==> src/rtl/pcie_x1_rx_pkg.sv <==
// Shared symbol codes, PIPE status codes and lane-sync state encoding for the x1 receive path.
package pcie_x1_rx_pkg;

  localparam logic [7:0] PCS_COMMA = 8'hBC;
  localparam logic [7:0] PCS_EDB   = 8'hFE;

  localparam logic [2:0] RXSTAT_OK       = 3'b000;
  localparam logic [2:0] RXSTAT_DEC_ERR  = 3'b100;
  localparam logic [2:0] RXSTAT_DISP_ERR = 3'b111;

  typedef enum logic [1:0] {
    LSM_LOS  = 2'd0,
    LSM_ACQ  = 2'd1,
    LSM_SYNC = 2'd2
  } lsm_state_e;

  typedef struct packed {
    logic [7:0] data;
    logic       k;
    logic       cv;
    logic       disp_err;
  } rx_sym_t;

  function automatic logic is_comma(input rx_sym_t s);
    return s.k && (s.data == PCS_COMMA) && !s.cv && !s.disp_err;
  endfunction

  function automatic logic is_error(input rx_sym_t s);
    return s.cv || s.disp_err;
  endfunction

endpackage

==> src/rtl/pcie_x1_sync2.sv <==
// Two-flop synchronizer for a single asynchronous level, with a selectable reset value.
module pcie_x1_sync2 #(
  parameter logic RST_VAL = 1'b0
) (
  input  logic ff_rx_fclk_chx,
  input  logic RESET_n,
  input  logic d_in,
  output logic q_out
);

  logic meta_q;
  logic sync_q;

  always_ff @(posedge ff_rx_fclk_chx or negedge RESET_n) begin
    if (!RESET_n) begin
      meta_q <= RST_VAL;
      sync_q <= RST_VAL;
    end else begin
      meta_q <= d_in;
      sync_q <= meta_q;
    end
  end

  assign q_out = sync_q;

endmodule

==> src/rtl/pcie_x1_rx_lsm.sv <==
// PCIe x1 receive lane-sync state machine: two-stage symbol pipe, comma acquisition,
// leaky-bucket error tracking, and PIPE RxData/RxStatus/RxValid generation.
module pcie_x1_rx_lsm
  import pcie_x1_rx_pkg::*;
#(
  parameter int unsigned COMMA_CNT = 4,
  parameter int unsigned ERR_MAX   = 4,
  parameter int unsigned GOOD_RUN  = 4
) (
  input  logic       ff_rx_fclk_chx,
  input  logic       RESET_n,
  input  logic [7:0] rx_data_in,
  input  logic       rx_k_in,
  input  logic       rx_cv_in,
  input  logic       rx_disp_err_in,
  input  logic       rx_ei_in,
  input  logic       lsm_enable,
  output logic [7:0] RxData_out,
  output logic       RxDataK_out,
  output logic [2:0] RxStatus_out,
  output logic       RxValid_out,
  output logic [1:0] lsm_state_out
);

  localparam int unsigned CW = $clog2(COMMA_CNT + 1);
  localparam int unsigned EW = $clog2(ERR_MAX + 1);
  localparam int unsigned GW = $clog2(GOOD_RUN + 1);

  logic ei_s;
  logic en_s;

  // Electrical idle resets to "idle" and enable to "disabled" so sync cannot start early.
  pcie_x1_sync2 #(.RST_VAL(1'b1)) u_sync_ei (
    .ff_rx_fclk_chx (ff_rx_fclk_chx),
    .RESET_n        (RESET_n),
    .d_in           (rx_ei_in),
    .q_out          (ei_s)
  );

  pcie_x1_sync2 #(.RST_VAL(1'b0)) u_sync_en (
    .ff_rx_fclk_chx (ff_rx_fclk_chx),
    .RESET_n        (RESET_n),
    .d_in           (lsm_enable),
    .q_out          (en_s)
  );

  rx_sym_t     s1_q,        s1_d;
  lsm_state_e  state_q,     state_d;
  logic [CW-1:0] comma_cnt_q, comma_cnt_d;
  logic [EW-1:0] err_cnt_q,   err_cnt_d;
  logic [GW-1:0] good_cnt_q,  good_cnt_d;
  logic [7:0]  rx_data_q,   rx_data_d;
  logic        rx_k_q,      rx_k_d;
  logic [2:0]  rx_status_q, rx_status_d;
  logic        rx_valid_q,  rx_valid_d;

  logic sym_comma;
  logic sym_err;

  // Next-state, counter and output-stage computation on the stage-1 symbol.
  always_comb begin
    s1_d        = '{data: rx_data_in, k: rx_k_in, cv: rx_cv_in, disp_err: rx_disp_err_in};
    state_d     = state_q;
    comma_cnt_d = comma_cnt_q;
    err_cnt_d   = err_cnt_q;
    good_cnt_d  = good_cnt_q;
    sym_comma   = is_comma(s1_q);
    sym_err     = is_error(s1_q);

    if (ei_s || !en_s) begin
      state_d     = LSM_LOS;
      comma_cnt_d = '0;
      err_cnt_d   = '0;
      good_cnt_d  = '0;
    end else begin
      unique case (state_q)
        LSM_LOS: begin
          if (sym_comma) begin
            if (COMMA_CNT == 1) begin
              state_d     = LSM_SYNC;
              comma_cnt_d = '0;
              err_cnt_d   = '0;
              good_cnt_d  = '0;
            end else begin
              state_d     = LSM_ACQ;
              comma_cnt_d = CW'(1);
            end
          end
        end
        LSM_ACQ: begin
          if (sym_err) begin
            state_d     = LSM_LOS;
            comma_cnt_d = '0;
          end else if (sym_comma) begin
            if (comma_cnt_q + CW'(1) == CW'(COMMA_CNT)) begin
              state_d     = LSM_SYNC;
              comma_cnt_d = '0;
              err_cnt_d   = '0;
              good_cnt_d  = '0;
            end else begin
              comma_cnt_d = comma_cnt_q + CW'(1);
            end
          end
        end
        LSM_SYNC: begin
          if (sym_err) begin
            if (err_cnt_q + EW'(1) == EW'(ERR_MAX)) begin
              state_d     = LSM_LOS;
              comma_cnt_d = '0;
              err_cnt_d   = '0;
              good_cnt_d  = '0;
            end else begin
              err_cnt_d  = err_cnt_q + EW'(1);
              good_cnt_d = '0;
            end
          end else if (good_cnt_q + GW'(1) == GW'(GOOD_RUN)) begin
            good_cnt_d = '0;
            err_cnt_d  = (err_cnt_q == '0) ? '0 : err_cnt_q - EW'(1);
          end else begin
            good_cnt_d = good_cnt_q + GW'(1);
          end
        end
        default: begin
          state_d     = LSM_LOS;
          comma_cnt_d = '0;
          err_cnt_d   = '0;
          good_cnt_d  = '0;
        end
      endcase
    end

    rx_data_d   = s1_q.cv ? PCS_EDB : s1_q.data;
    rx_k_d      = s1_q.cv | s1_q.k;
    rx_status_d = s1_q.cv       ? RXSTAT_DEC_ERR  :
                  s1_q.disp_err ? RXSTAT_DISP_ERR : RXSTAT_OK;
    rx_valid_d  = (state_d == LSM_SYNC);
  end

  always_ff @(posedge ff_rx_fclk_chx or negedge RESET_n) begin
    if (!RESET_n) begin
      s1_q        <= '0;
      state_q     <= LSM_LOS;
      comma_cnt_q <= '0;
      err_cnt_q   <= '0;
      good_cnt_q  <= '0;
      rx_data_q   <= '0;
      rx_k_q      <= 1'b0;
      rx_status_q <= RXSTAT_OK;
      rx_valid_q  <= 1'b0;
    end else begin
      s1_q        <= s1_d;
      state_q     <= state_d;
      comma_cnt_q <= comma_cnt_d;
      err_cnt_q   <= err_cnt_d;
      good_cnt_q  <= good_cnt_d;
      rx_data_q   <= rx_data_d;
      rx_k_q      <= rx_k_d;
      rx_status_q <= rx_status_d;
      rx_valid_q  <= rx_valid_d;
    end
  end

  assign RxData_out    = rx_data_q;
  assign RxDataK_out   = rx_k_q;
  assign RxStatus_out  = rx_status_q;
  assign RxValid_out   = rx_valid_q;
  assign lsm_state_out = state_q;

endmodule

==> config.mk <==
export PLATFORM = sky130hd
export DESIGN_NAME = pcie_x1_rx_lsm
export DESIGN_NICKNAME = d
export VERILOG_FILES = /design/src/rtl/pcie_x1_rx_pkg.sv /design/src/rtl/pcie_x1_sync2.sv /design/src/rtl/pcie_x1_rx_lsm.sv
export SDC_FILE = /design/constraint.sdc
export NUM_CORES = 1
export LEC_CHECK = 0
export ABC_AREA = 1
export CAP_MARGIN = 10
export CORE_ASPECT_RATIO = 1.4
export CORE_UTILIZATION = 50
export CTS_CLUSTER_DIAMETER = 30
export CTS_CLUSTER_SIZE = 10
export DETAILED_ROUTE_END_ITERATION = 6
export HOLD_SLACK_MARGIN = 0.03
export PLACE_DENSITY_LB_ADDON = 0.25
export SLEW_MARGIN = 0
export SYNTH_ARGS = -nofsm -noshare
export SYNTH_HDL_FRONTEND = slang
export SYNTH_SLANG_ARGS = --single-unit
==> constraint.sdc <==
create_clock -name ff_rx_fclk_chx -period 1.8 [get_ports ff_rx_fclk_chx]
set_input_delay 0.18 -clock ff_rx_fclk_chx [delete_from_list [all_inputs] [get_ports ff_rx_fclk_chx]]
set_output_delay 0.18 -clock ff_rx_fclk_chx [all_outputs]
set_load 0.03 [all_outputs]
==> flow_summary.json <==
{
  "outcome": "finished clean",
  "die_h_um": 72.5,
  "portBuffers": 29,
  "fin_ws_ns": 0.208,
  "final.setup.tns_ns": 0,
  "ys_top_cells_by_area": "dfrtp_1 (51%), ha_1 (7.1%), nand2_1 (7.0%), nor2_8 (4.5%), nand3_1 (4.2%)",
  "hold_viol": 0,
  "drc": 0,
  "powerDensity_mw_per_mm2": 762,
  "yosysTopAreaCell": "dfrtp_1",
  "post_drt_wl_per_cell_um": 12.8,
  "start_util": 0.525,
  "gp_congestion": 0.833,
  "maxCapViolCount": 0,
  "hold_class": "in2reg",
  "drt_pass1_iterations": 4,
  "worstSkewPairLatency_ns": 0.29,
  "cellLeakagePower_nw": 1.06,
  "seq_area_frac_synth": 0.538,
  "async_flop_share": 1.00,
  "synth.most_common_cell": "dfrtp_1",
  "grt_overflow": 0,
  "area_delta_synth_final_pct": 23.8,
  "regArea_um2": 953,
  "min_path_cells": 1,
  "netlist_area_mm2": 0.00177,
  "num_antenna_cells": 0,
  "cp-start-kind": "flop",
  "met3_usage": 0.0566,
  "multi_input_area_um2": 716,
  "postRouteAntennaNets": 0,
  "critPathRequiredTime_ns": 1.62,
  "cp-end-kind": "output port",
  "finalCoreUtilization": 0.650,
  "cts_buffers": 5,
  "cp_max_fo": 4,
  "die_area_mm2": 0.00379,
  "synth_edf_count": 0,
  "viasPerCell": 4.99,
  "reg2reg_slack_ns": 0.31,
  "worstMarginPinSlew_ns": 0.801,
  "drt_iter0_drc": 17,
  "nets": 230,
  "fin_area_mm2": 0.00219,
  "slew_viol_final": 0,
  "io_pins": 30,
  "rr_startpoint": "good_cnt_q[0]",
  "ys_types": 28,
  "finalSetupViolCount": 0,
  "yosysWarningCount": 0,
  "clock_path_buffers": 2,
  "cts-root-buf": "clkbuf_8",
  "grt_use_total": 0.204,
  "final.fill_count": 286,
  "synth_top_flop_cell": "dfrtp_1",
  "antenna_found_initial": 0,
  "synth_fp_nets": 195,
  "critical_path.slowest_cell": "clkdlybuf4s50_1",
  "die_w_um": 52.3,
  "r2r-end": "err_cnt_q[1]",
  "routed_wl_um": 3140,
  "cp_slowest_stage_delay_ns": 0.70,
  "clk_pin_slew_ns": 0.07,
  "p_total_mw": 1.67,
  "hpwl_um": 2400,
  "max_freq_mhz": 628,
  "place_area_mm2": 0.00209,
  "peakVddDrop_mv": 0.581,
  "yosys-top-cells-count": "dfrtp_1 (36), nand2_1 (33), nand3_1 (15)",
  "worstPathCellList": "clkdlybuf4s50_1",
  "grt_pass1_wl_um": 5600,
  "r2r_cells": 8,
  "use_met1": 0.227,
  "synth_seq_cells": 38,
  "rows": 25,
  "use_met2": 0.349,
  "place_ws_ns": 0.328,
  "post_synth.cell_area_avg_um2": 10.4,
  "synth_top_area_frac": 0.508,
  "first_global_vias": 1315,
  "crit_type": "reg2out",
  "core_region_area_mm2": 0.00338,
  "finalCriticalPeriod_ns": 1.59,
  "rsz0062_at_grt": "false",
  "finClkSkew_ns": 0.00845,
  "path_delay_family": "buffers and inverters",
  "worstHoldStart": "rx_ei_in",
  "cts_tree": "yes",
  "htreeDepth": 2,
  "critPathBufInv": 1,
  "min_to": "u_sync_ei.meta_q",
  "via_count": 1228,
  "busiest_layer": "met2",
  "finalCritPeriodShare": 0.885,
  "cts.sinks": 38,
  "grt_max_degree": 39,
  "slew_headroom": 0.466,
  "drive_gt1_frac": 0.243,
  "cp.arrival_ns": 1.41,
  "netlist_instances": 170
}
[logic make-up (layout without fill, tap and decap cells)]
family                     count (synthesis)  in the layout  share of synthesized area
and+or+nand+nor                           89             89                      0.286
DFF                                       38             38                      0.538
buffers and inverters                     22             58                     0.0586
AOI/OAI and AO/OA                         11             11                     0.0473
adders and majority gates                 10             10                     0.0706
[report_power, final]
part	switching (mW)	internal, mW
Clock	0.293	0.307
Sequential	0.0200	0.886
Combinational	0.0941	0.0722
Total	0.407	1.27
[state kept, by name, indices dropped and copies added (netlist names)]
name / count
u_sync_ei.q_out: 1
good_cnt_q: 3
s1_q: 11
lsm_state_out: 2
u_sync_en.q_out: 1
u_sync_ei.meta_q: 1
RxDataK_out: 1
comma_cnt_q: 3
RxData_out: 8
RxStatus_out: 2
RxValid_out: 1
u_sync_en.meta_q: 1
err_cnt_q: 3
[placed cells by master (no fill, tap or decap)]
| master | n |
|---|---|
| nand2_2 | 7 |
| nand3_4 | 1 |
| nand3_2 | 2 |
| dlygate4sd3_1 | 1 |
| nor2_8 | 4 |
| o21ai_0 | 1 |
| clkbuf_8 | 6 |
| clkdlybuf4s50_1 | 28 |
| dfstp_2 | 2 |
| nand4_1 | 1 |
| a21oi_1 | 5 |
| buf_2 | 1 |
| nand3_1 | 15 |
| nand2_4 | 1 |
| nand2_1 | 33 |
| inv_8 | 1 |
| nor2_4 | 1 |
| ha_1 | 10 |
| or2_2 | 7 |
| o211ai_2 | 1 |
| clkinvlp_4 | 1 |
| o211ai_4 | 1 |
| o21ai_2 | 1 |
| nor2_2 | 4 |
| dfrtp_1 | 36 |
| inv_4 | 1 |
| o21ai_1 | 1 |
| inv_2 | 7 |
| clkinv_2 | 1 |
| inv_1 | 11 |
| o22ai_1 | 1 |
| nor2_1 | 13 |
[through the flow]
step                      hold slack (ns)  std cells
after floorplan                    -0.116        170
after global routing                0.281        246
after CTS                           0.287        246
final                               0.293        246
after global placement              0.310        237
after detailed placement            0.320        237
[per-layer routing]
metal	up-vias	routed length, µm
li1	599	-
met4	0	68
met3	7	124
met5	-	0
met2	26	1660
met1	596	1290
[worst max-delay path by stage]
stage	endpoint	start	cells after the start	slack (ns)
global route	lsm_state_out[0]	lsm_state_out[0]	1	0.16
detailed placement	err_cnt_q[1]	good_cnt_q[0]	8	0.33
floorplan	err_cnt_q[2]	good_cnt_q[0]	8	0.43
CTS	lsm_state_out[0]	lsm_state_out[0]	1	0.20
finish	lsm_state_out[0]	lsm_state_out[0]	1	0.21
global placement	err_cnt_q[2]	good_cnt_q[0]	8	0.40
[area by class of cell]
cell class                      instances  area share
Clock inverter                          2     0.00570
Multi-Input combinational cell        110       0.326
Tap cell                               40      0.0228
Timing Repair Buffer                   30       0.135
Inverter                               20      0.0388
Clock buffer                            6      0.0376
Sequential cell                        38       0.434
[repair_timing]
item / CTS / global route
hold buffers: 1 / 0
setup buffers: 0 / 0
gates resized for setup: 0 / 0
hold endpoints to repair: 36 / 0
Note: power is estimated with default switching activity, not from simulation.
